--- src/rtl/code_dumper_pkg.sv ---
// Shared constants for the brainfuck toolchain: opcode bytes, the code
// terminator and the code_dumper state encoding.
package code_dumper_pkg;

  localparam logic [7:0] BF_INC   = 8'h2B;
  localparam logic [7:0] BF_DEC   = 8'h2D;
  localparam logic [7:0] BF_PTR_R = 8'h3E;
  localparam logic [7:0] BF_PTR_L = 8'h3C;
  localparam logic [7:0] BF_OUT   = 8'h2E;
  localparam logic [7:0] BF_IN    = 8'h2C;
  localparam logic [7:0] BF_LOOPB = 8'h5B;
  localparam logic [7:0] BF_LOOPE = 8'h5D;
  localparam logic [7:0] BF_TERM  = 8'h00;

  localparam logic [2:0] ST_IDLE      = 3'd0;
  localparam logic [2:0] ST_FETCH     = 3'd1;
  localparam logic [2:0] ST_READ      = 3'd2;
  localparam logic [2:0] ST_SEND      = 3'd3;
  localparam logic [2:0] ST_WAIT_ACK  = 3'd4;
  localparam logic [2:0] ST_WAIT_FREE = 3'd5;
  localparam logic [2:0] ST_FIN       = 3'd6;

  function automatic logic is_active_state(input logic [2:0] s);
    return (s != ST_IDLE) && (s != ST_FIN);
  endfunction

endpackage

--- src/rtl/code_dumper.sv ---
// Streams code memory out over the UART tx path, one byte per tx handshake,
// stopping at the terminator byte or at the last address.
module code_dumper
  import code_dumper_pkg::*;
#(
  parameter int addrSize_code = 9
) (
  input  logic                     sysClk,
  input  logic                     reset,
  input  logic                     start,
  output logic [addrSize_code-1:0] addrCode,
  input  logic [7:0]               codeIn,
  input  logic                     tx_ready,
  output logic                     start_transmit,
  output logic [7:0]               data_tx,
  output logic                     busy,
  output logic                     done,
  output logic [addrSize_code:0]   sentCount
);

  localparam logic [addrSize_code:0] CNT_ONE = {{addrSize_code{1'b0}}, 1'b1};
  localparam logic [addrSize_code-1:0] ADDR_ONE = {{(addrSize_code-1){1'b0}}, 1'b1};

  logic [2:0]               r_state;
  logic [addrSize_code-1:0] r_addr;
  logic [addrSize_code:0]   r_cnt;
  logic [7:0]               r_data;
  logic                     r_stx;
  logic                     w_last_addr;

  assign w_last_addr = (r_addr == {addrSize_code{1'b1}});

  always_ff @(posedge sysClk) begin
    if (reset) begin
      r_state <= ST_IDLE;
      r_addr  <= '0;
      r_cnt   <= '0;
      r_data  <= '0;
      r_stx   <= 1'b0;
    end else begin
      r_stx <= 1'b0;
      case (r_state)
        ST_IDLE, ST_FIN: begin
          if (start) begin
            r_addr  <= '0;
            r_cnt   <= '0;
            r_state <= ST_FETCH;
          end
        end
        ST_FETCH: r_state <= ST_READ;
        ST_READ: begin
          if (codeIn == BF_TERM) begin
            r_state <= ST_FIN;
          end else begin
            r_data  <= codeIn;
            r_state <= ST_SEND;
          end
        end
        // Pulse is registered, so it is seen during the first WAIT_ACK cycle
        ST_SEND: begin
          if (tx_ready) begin
            r_stx   <= 1'b1;
            r_state <= ST_WAIT_ACK;
          end
        end
        ST_WAIT_ACK: if (!tx_ready) r_state <= ST_WAIT_FREE;
        ST_WAIT_FREE: begin
          if (tx_ready) begin
            r_cnt <= r_cnt + CNT_ONE;
            if (w_last_addr) begin
              r_state <= ST_FIN;
            end else begin
              r_addr  <= r_addr + ADDR_ONE;
              r_state <= ST_FETCH;
            end
          end
        end
        default: r_state <= ST_IDLE;
      endcase
    end
  end

  assign addrCode       = r_addr;
  assign sentCount      = r_cnt;
  assign data_tx        = r_data;
  assign start_transmit = r_stx;
  assign busy           = is_active_state(r_state);
  assign done           = (r_state == ST_FIN);

endmodule

--- config.mk ---
export PLATFORM = sky130hd
export DESIGN_NAME = code_dumper
export DESIGN_NICKNAME = d
export VERILOG_FILES = /design/src/rtl/code_dumper_pkg.sv /design/src/rtl/code_dumper.sv
export SDC_FILE = /design/constraint.sdc
export NUM_CORES = 1
export LEC_CHECK = 0
export ABC_AREA = 1
export CORE_ASPECT_RATIO = 1.25
export CORE_MARGIN = 10
export CORE_UTILIZATION = 25
export DETAILED_ROUTE_END_ITERATION = 8
export GPL_TIMING_DRIVEN = 0
export MAX_ROUTING_LAYER = met4
export PLACE_DENSITY = 0.52
export SLEW_MARGIN = 10
export SYNTH_ARGS = -nofsm -noshare
export SYNTH_HDL_FRONTEND = slang
export SYNTH_SLANG_ARGS = --single-unit
--- constraint.sdc ---
create_clock -name sysClk -period 2 [get_ports sysClk]
set_clock_uncertainty 0.1 [all_clocks]
set_input_delay 0.4 -clock sysClk [delete_from_list [all_inputs] [get_ports sysClk]]
set_output_delay 0.4 -clock sysClk [all_outputs]
set_load 0.01 [all_outputs]
======== Word-level counts from Yosys, hierarchy flattened ========
Cells that the tools add are included.
storage, ports and cells
  word-level logic and storage cells ...... 48
  input bits .............................. 12
  flip-flop bits (word level) ............. 31
operators by class
  eq/ne operators ......................... 13
  add/sub/neg operators ................... 2
  reductions and logical operators ........ 11
  multiplexer cells ....................... 15
  bitwise gates (word level) .............. 2
operators with widths
  cell                     number
  $mux W9                  3
  $mux W10                 2
  $pmux W10 S2             1
  $mux W3                  6
  $pmux W3 S6              1
  $pmux W9 S2              1
  $add A10 B1 Y10 const B  1
  $ne A2 B2 Y1 const B     5
  $add A9 B1 Y9 const B    1
  $eq A3 B3 Y1 const B     3
  $eq A9 B9 Y1 const B     1
  $logic_not A8 Y1         1
  $reduce_and A4 Y1        2
  $eq A3 B2 Y1 const B     2
  $reduce_or A2 Y1         2
  $eq A3 B1 Y1 const B     1
  $logic_not A3 Y1         1
  $ne A3 B3 Y1 const B     1
  $reduce_and A3 Y1        1
  $reduce_bool A3 Y1       1
  $not A1 Y1               2
  $reduce_and A2 Y1        1
  $reduce_bool A2 Y1       1
  $logic_and A1 B1 Y1      1
  $mux W1                  1

======== Longest topological paths before layout ========
Gate-level depths: netlist of the first run.
  depth after elaboration ................. 4
  mapped depth ............................ 14
  depth with buffers taken out ............ 14

======== Least setup slack after synthesis of the first run ========
OpenSTA, ideal clock, no wires.
  path type ............................... register -> register
  start ................................... register r_addr[0] (netlist: addrCode[0])
  end ..................................... register r_addr[6] (netlist: addrCode[6])
  buffers on the path ..................... 0
  clock period less this slack ............ 1.891 ns
  path slack .............................. 0.109 ns
  required time ........................... 1.786 ns
  stages on the path, launching flop included .. 14
  setup time .............................. 0.114 ns
  arrival time ............................ 1.678 ns
  path through ............................ dfxtp_1 > ha_1 > nand2_1 > inv_1 > nand2_1 > nor2_1 > nand2_1 > nor2_1 > ha_1 > nand2_2 > nand2_4 > nor2_8 > a21oi_1 > nor2_1
on the way
  word-level cells in the longest chain between the ends .. 4
  elaborated cells on any way between the ends .. 7
RTL lines
  element                 line               text
  from (decl)             code_dumper.sv:25  logic [addrSize_code-1:0] r_addr;
  from (signal assigned)  code_dumper.sv:73  r_addr <= r_addr + ADDR_ONE;
  $add A9 B1 Y9           code_dumper.sv:73
  $mux W9                 code_dumper.sv:70  if (w_last_addr) begin
  $mux W9                 code_dumper.sv:68  if (tx_ready) begin
  $pmux W9 S2             code_dumper.sv:42  case (r_state)
Parallel ways exist; a longest one is shown, timed or not. The select of a mux whose other input is x is not followed.
A chain may end at the register's enable or synchronous reset.

======== Worst setup path after layout of the first run ========
  start ................................... register r_addr[1] (netlist: addrCode[1])
  end ..................................... register r_addr[6] (netlist: addrCode[6])
Same word-level chain as after synthesis.

==> results of run 1 <==
[routing by layer]
| layer | vias up | global-route usage (%) | share of wire (%) | wire (um) |
|---|---|---|---|---|
| met5 | - | - | 0 | 0 |
| met4 | 0 | 2.94 | 1.6 | 75 |
| met3 | 7 | 3.97 | 8.4 | 403 |
| met2 | 52 | 14.3 | 47 | 2230 |
| met1 | 799 | 10.3 | 43 | 2060 |
| li1 | 937 | - | - | - |
[placed cells by master (no fill, tap or decap), types with 4 or more instances in the layout]
cell                              count
sky130_fd_sc_hd__nand3_1             10
sky130_fd_sc_hd__nand2_2              5
sky130_fd_sc_hd__a21oi_1             18
sky130_fd_sc_hd__dfxtp_1             27
sky130_fd_sc_hd__nand2_4              4
sky130_fd_sc_hd__clkbuf_8             5
sky130_fd_sc_hd__inv_1               24
sky130_fd_sc_hd__nor2_1              46
sky130_fd_sc_hd__buf_4                4
sky130_fd_sc_hd__inv_2                5
sky130_fd_sc_hd__clkdlybuf4s50_1     39
sky130_fd_sc_hd__nand2_1             68
sky130_fd_sc_hd__o21ai_0             22
sky130_fd_sc_hd__clkbuf_1             4
[logic make-up after synthesis]
kind of cell / share of synthesized area, %
AO/OA/AOI/OAI: 13.4
XOR/XNOR: 0.508
adder cells (fa/ha/maj): 2.18
buffers and inverters: 8.78
flip-flops: 36.0
AND/OR/NAND/NOR: 39.1
[critical path: stages (launching register included)]
cell                      delay [ns]
sky130_fd_sc_hd__dfxtp_4        0.37
sky130_fd_sc_hd__ha_4           0.15
sky130_fd_sc_hd__nand2_4        0.05
sky130_fd_sc_hd__inv_2          0.07
sky130_fd_sc_hd__nand2_2        0.06
sky130_fd_sc_hd__nor2_2         0.12
sky130_fd_sc_hd__nand2_1        0.08
sky130_fd_sc_hd__nor2_1         0.12
sky130_fd_sc_hd__ha_2           0.22
sky130_fd_sc_hd__nand2_2        0.08
sky130_fd_sc_hd__nand2_4        0.14
sky130_fd_sc_hd__nor2_8         0.06
sky130_fd_sc_hd__a21oi_1        0.13
sky130_fd_sc_hd__nor2_1         0.05
[flip-flops by register name (all words and copies together), names as in the netlist]
name / count
sentCount: 10
addrCode: 9
data_tx: 8
r_state: 3
start_transmit: 1
[power breakdown]
part | leakage (nW) | switching, mW | total (mW) | internal [mW]
sequential | 0.254 | 0.0320 | 0.696 | 0.664
combinational | 0.705 | 0.376 | 0.613 | 0.238
clock | 0.0371 | 0.228 | 0.460 | 0.232
[cell type report]
type                    instances  area [sq um]  share of cell area [%]
multi-input cells             196           993                    41.5
flip-flops and latches         31           631                    26.3
repair buffers                 45           438                    18.3
inverters                      30           118                    4.91
well taps                      87           109                    4.55
clock buffers                   6          72.6                    3.03
plain buffers                   5          33.8                    1.41
[stage by stage]
step	power [mW]	area, sq um
finish	1.77	2390
global route	1.90	2390
CTS	1.77	2320
detailed placement	1.31	2240
global placement	1.31	2240
floorplan	1.11	1720
[how the worst min path moves through the flow]
stage | start | to | slack (ns)
after floorplan | addrCode[8] | addrCode[8] | 0.41
after detailed placement | data_tx[5] | data_tx[5] | 0.37
after global placement | data_tx[0] | data_tx[0] | 0.36
after global routing | addrCode[0] | addrCode[0] | 0.40
after CTS | addrCode[0] | addrCode[0] | 0.38
final | addrCode[0] | addrCode[0] | 0.37
[synth_stat cells, drive strengths merged]
cell type,count
o21bai,2
dfxtp,31
xnor2,1
nor2,49
o211ai,1
nand3,13
inv,30
o21ai,23
nand2,77
nor3b,1
a21oi,18
nor3,4
buf,2
ha,3
clkbuf,3
nand4,3
[repair_timing]
action                     in CTS  in global routing
gates cloned                    0                  1
setup buffers                   0                  4
pin swaps                       0                  7
setup endpoints to repair      12                 12
resized for setup               6                 11
==> flow_summary.yaml, run 1 <==
logic_synthesis:
  proportion_of_synthesized_chip_area_in_sequential_cells_pct: 36.0
  ys_warns: 0
  netlist_instances: 261
  yosys_register_bits: 31
  synthesis.area_per_instance_sq_um: 6.61
  netlist.area_leader.share_pct: 36.0
  yosys.area.top_type: "sky130_fd_sc_hd__dfxtp_1"
  mappedNetlistNets: 276
  synth.lib_cells_used.distinct: 25
  top_area_cells_in_the_synthesized_netlist: "sky130_fd_sc_hd__dfxtp_1, sky130_fd_sc_hd__nand2_1, sky130_fd_sc_hd__nor2_1, sky130_fd_sc_hd__o21ai_0, sky130_fd_sc_hd__inv_1"
  synthesis.area_sq_um: 1720
place:
  routabilityCongestion: 0.841
  place.detailed.hpwl_mm: 3.53
  dpl.cell_count: 389
  port-buffer-count: 41
  dp_worst_setup_slack_ns: -0.0777
sta:
  worst_pin_slew_ns: 0.512
  period_utilization_pct: 94.5
  hold_ws_ns: 0.366
  fin_setup_tns_ns: 0
  fmax_mhz: 529
  finalWorstPathRequiredPeriod_ns: 1.89
  hold_violations: 0
  final_worst_setup_slack_ns: 0.109
  final-setup-viol-count: 0
  maxSlewViolCount: 0
  worst_slew_margin_rel_pct: 65.9
power:
  total_leakage_power_nw: 0.997
  power_per_cell_area_nw_per_um2: 739
  worst_ir_drop_vdd_uv: 341
route:
  routed_wirelength_mm: 4.77
  detail_route.wl_per_cell_um: 11.9
  via_count: 1795
  drc_violations: 0
  antenna_violating_nets_post_route: 0
  initialDrtViolationCount: 88
  drt_pre_antenna_iters: 4
  detail_route.vias_per_cell: 4.49
worst_setup_path:
  critical_path.reg2reg.endpoint: "addrCode[6]"
  critical_path.max_fanout: 8
  worst-endpoint-required_ns: 2.08
  crit_path_end: "addrCode[6]"
  setup.worst_path.start: "addrCode[1]"
  cp-start-kind: "register"
  worstRegToRegCells: 13
  setup.worst_path.end_class: "register"
  path_class: "register to register"
  worst-endpoint-arrival_ns: 1.97
  reg2reg_from: "addrCode[1]"
  ff2ff_setup_slack_ns: 0.11
finish:
  area.growth.synth_to_final_pct: 38.9
  final_net_count: 329
  drive_gt1_share_pct: 13.1
  final_cells: 400
  finish.utilization_pct: 36.0
  num_antenna_cells: 0
  nFillCells: 728
hold_path:
  min-delay-path-class: "register to register"
  hold-path-cell-count: 1
grt:
  groute.usage.overall_pct: 9.18
  grt.overflow.total: 0
  grt_max_degree: 11
  antenna_found_initial: 0
  via_count_of_the_first_global_routing_pass: 1649
  grt_first_pass_wirelength_mm: 7.81
cts:
  number_of_h_tree_levels: 2
  cts_root_buf: "sky130_fd_sc_hd__clkbuf_8"
  worst_skew_pair.late_latency_ns: 0.28
  reg_clk_slew_reported_paths_ns: 0.07
  postCtsHoldBufs: 0
  clkSinkCount: 31
  cts_inserted_buffers: 5
  max-clock-path-buffers: 2
  tritoncts_clock_tree: "yes"
status:
  run_status: "complete, no violations"
die:
  total_number_of_placement_rows: 33
  floorplan.initialDensity_pct: 25.9
  design.die.area_sq_um: 10600
  top_level_ports: 42
  die_width_um: 94.3
  core-area_sq_um: 6650
  die-height_um: 113
run:
  max_cap_violations: 0
No activity file was read; power rests on OpenSTA's default activity.
==> run 2, diff against run 1 <==
--- a/config.mk
+++ b/config.mk
@@ -7,7 +7,6 @@
 export LEC_CHECK = 0
 export ABC_AREA = 1
 export CORE_ASPECT_RATIO = 1.25
-export CORE_MARGIN = 10
 export CORE_UTILIZATION = 25
 export DETAILED_ROUTE_END_ITERATION = 8
 export GPL_TIMING_DRIVEN = 0
==> flow_summary.yaml, run 2 (synthesis gave the netlist of run 1 again) <==
worst_setup_path:
  critical_path_buf_inv_count: 1
  cpMaxStageDelayCell: "sky130_fd_sc_hd__dfxtp_4"
  timing.critical_path.cells: "ha_4 > nand2_4 > inv_4 > nand2_4 > nor2_4 > nand2_2 > nor2_2 > ha_2 > nand2_2 > nand2_4 > nor2_8 > nand2_1 > nand2_1 > nor2_1"
  setup.worst_path.end_class: "register"
  path_class: "register to register"
  critical-path-max-stage-delay_ns: 0.38
  critical_path_cell_count: 14
  worstRegToRegCells: 14
  critical_path.max_fanout: 9
  worst-endpoint-required_ns: 2.13
  path_common_cell: "sky130_fd_sc_hd__nand2_4"
  worst-endpoint-arrival_ns: 2.04
  cp-start-kind: "register"
  critPathTopFamily: "simple AND/OR/NAND/NOR gates"
run:
  max_cap_violations: 0
route:
  detail_route.vias_per_cell: 4.46
  via_count: 1787
  detail_route.wl_per_cell_um: 11.0
  drc_violations: 0
  drt_pre_antenna_iters: 4
  antenna_violating_nets_post_route: 0
  initialDrtViolationCount: 90
  routed_wirelength_mm: 4.40
sta:
  period_utilization_pct: 95.7
  worst_pin_slew_ns: 0.480
  final-setup-viol-count: 0
  finalWorstPathRequiredPeriod_ns: 1.91
  fmax_mhz: 522
  hold_violations: 0
  fin_setup_tns_ns: 0
  maxSlewViolCount: 0
  worst_slew_margin_rel_pct: 68.0
power:
  total_leakage_power_nw: 1.03
  worst_ir_drop_vdd_uv: 347
  power_per_cell_area_nw_per_um2: 790
status:
  run_status: "complete, no violations"
place:
  port-buffer-count: 41
  place.detailed.hpwl_mm: 3.17
  routabilityCongestion: 0.804
  detailed_place.area_sq_um: 2240
  dpl.cell_count: 389
die:
  top_level_ports: 42
  design.die.area_sq_um: 7240
  floorplan.initialDensity_pct: 26.1
  core-area_sq_um: 6610
  die_width_um: 76.3
  total_number_of_placement_rows: 33
  die-height_um: 94.9
hold_path:
  min-delay-path-class: "register to register"
  hold-path-cell-count: 2
cts:
  number_of_h_tree_levels: 2
  cts_inserted_buffers: 5
  worst_skew_pair.late_latency_ns: 0.28
  max-clock-path-buffers: 2
  clkSinkCount: 31
  tritoncts_clock_tree: "yes"
  reg_clk_slew_reported_paths_ns: 0.07
  cts_root_buf: "sky130_fd_sc_hd__clkbuf_8"
  postCtsHoldBufs: 0
finish:
  largest_reg_flops: 10
  final_cells: 401
  final-seq-area_sq_um: 631
  final_net_count: 328
  multi_input_comb_area_sq_um: 1010
  final_design_area_excluding_fillers_sq_um: 2460
  nFillCells: 725
  drive_gt1_share_pct: 15.3
  area.growth.synth_to_final_pct: 42.5
  most_common_cell_after_layout_fill_and_taps_aside: "sky130_fd_sc_hd__nand2_1"
  num_antenna_cells: 0
  finish.utilization_pct: 37.2
  final_cell_mix: "sky130_fd_sc_hd__nand2_1, sky130_fd_sc_hd__nor2_1, sky130_fd_sc_hd__clkdlybuf4s50_1"
grt:
  groute.usage.overall_pct: 13.1
  antenna_found_initial: 0
  grt_first_pass_wirelength_mm: 7.25
  grt_max_degree: 11
  via_count_of_the_first_global_routing_pass: 1632
  grt.overflow.total: 0
run 2: through the flow:
step	setup WS (ns)	power, mW	hold WS, ns
finish	0.0856	1.94	0.388
global placement	-0.117	1.30	0.366
floorplan	0.109	1.11	0.410
global route	-0.0293	2.08	0.409
detailed placement	-0.107	1.30	0.377
CTS	0.00450	1.96	0.382
run 2: path summary, 6_finish.rpt:
check | from | slack [ns] | end
hold / removal | data_tx[3] | 0.39 | data_tx[3]
setup / recovery | addrCode[0] | 0.09 | addrCode[6]
hold reg to reg | data_tx[3] | 0.39 | data_tx[3]
setup reg to reg | addrCode[0] | 0.09 | addrCode[6]
run 2: layer usage:
metal	GRT usage, %	part of all wire (%)	vias to the layer above
li1	-	-	937
met1	14.4	43	790
met2	22.9	50	51
met3	2.80	4.6	9
met4	5.61	2.3	0
met5	-	0	-
run 2: what timing repair did:
item                                   CTS  global route
setup buffers                            0             4
pin swaps                                1             8
endpoints found under the hold margin    0             0
resized for setup                        8            17
setup endpoints to repair               14            12
run 2: where the power goes:
part | leakage, nW | switching, mW | total [mW] | internal, mW
clock | 0.0612 | 0.251 | 0.654 | 0.403
combinational | 0.719 | 0.359 | 0.591 | 0.231
sequential | 0.254 | 0.0327 | 0.697 | 0.664
run 2: layout make-up:
type	count	area share, %
Timing Repair Buffer	45	17.8
Buffer	5	1.37
Tap cell	87	4.43
Clock inverter	2	1.43
Clock buffer	6	3.36
Sequential cell	31	25.7
Multi-Input combinational cell	195	41.0
Inverter	30	4.89
run 2: tightest hold or removal path, stage by stage (launching register included):
cell and delay, ns:
sky130_fd_sc_hd__dfxtp_1 0.33, sky130_fd_sc_hd__nor2_1 0.05, sky130_fd_sc_hd__nor2_1 0.08
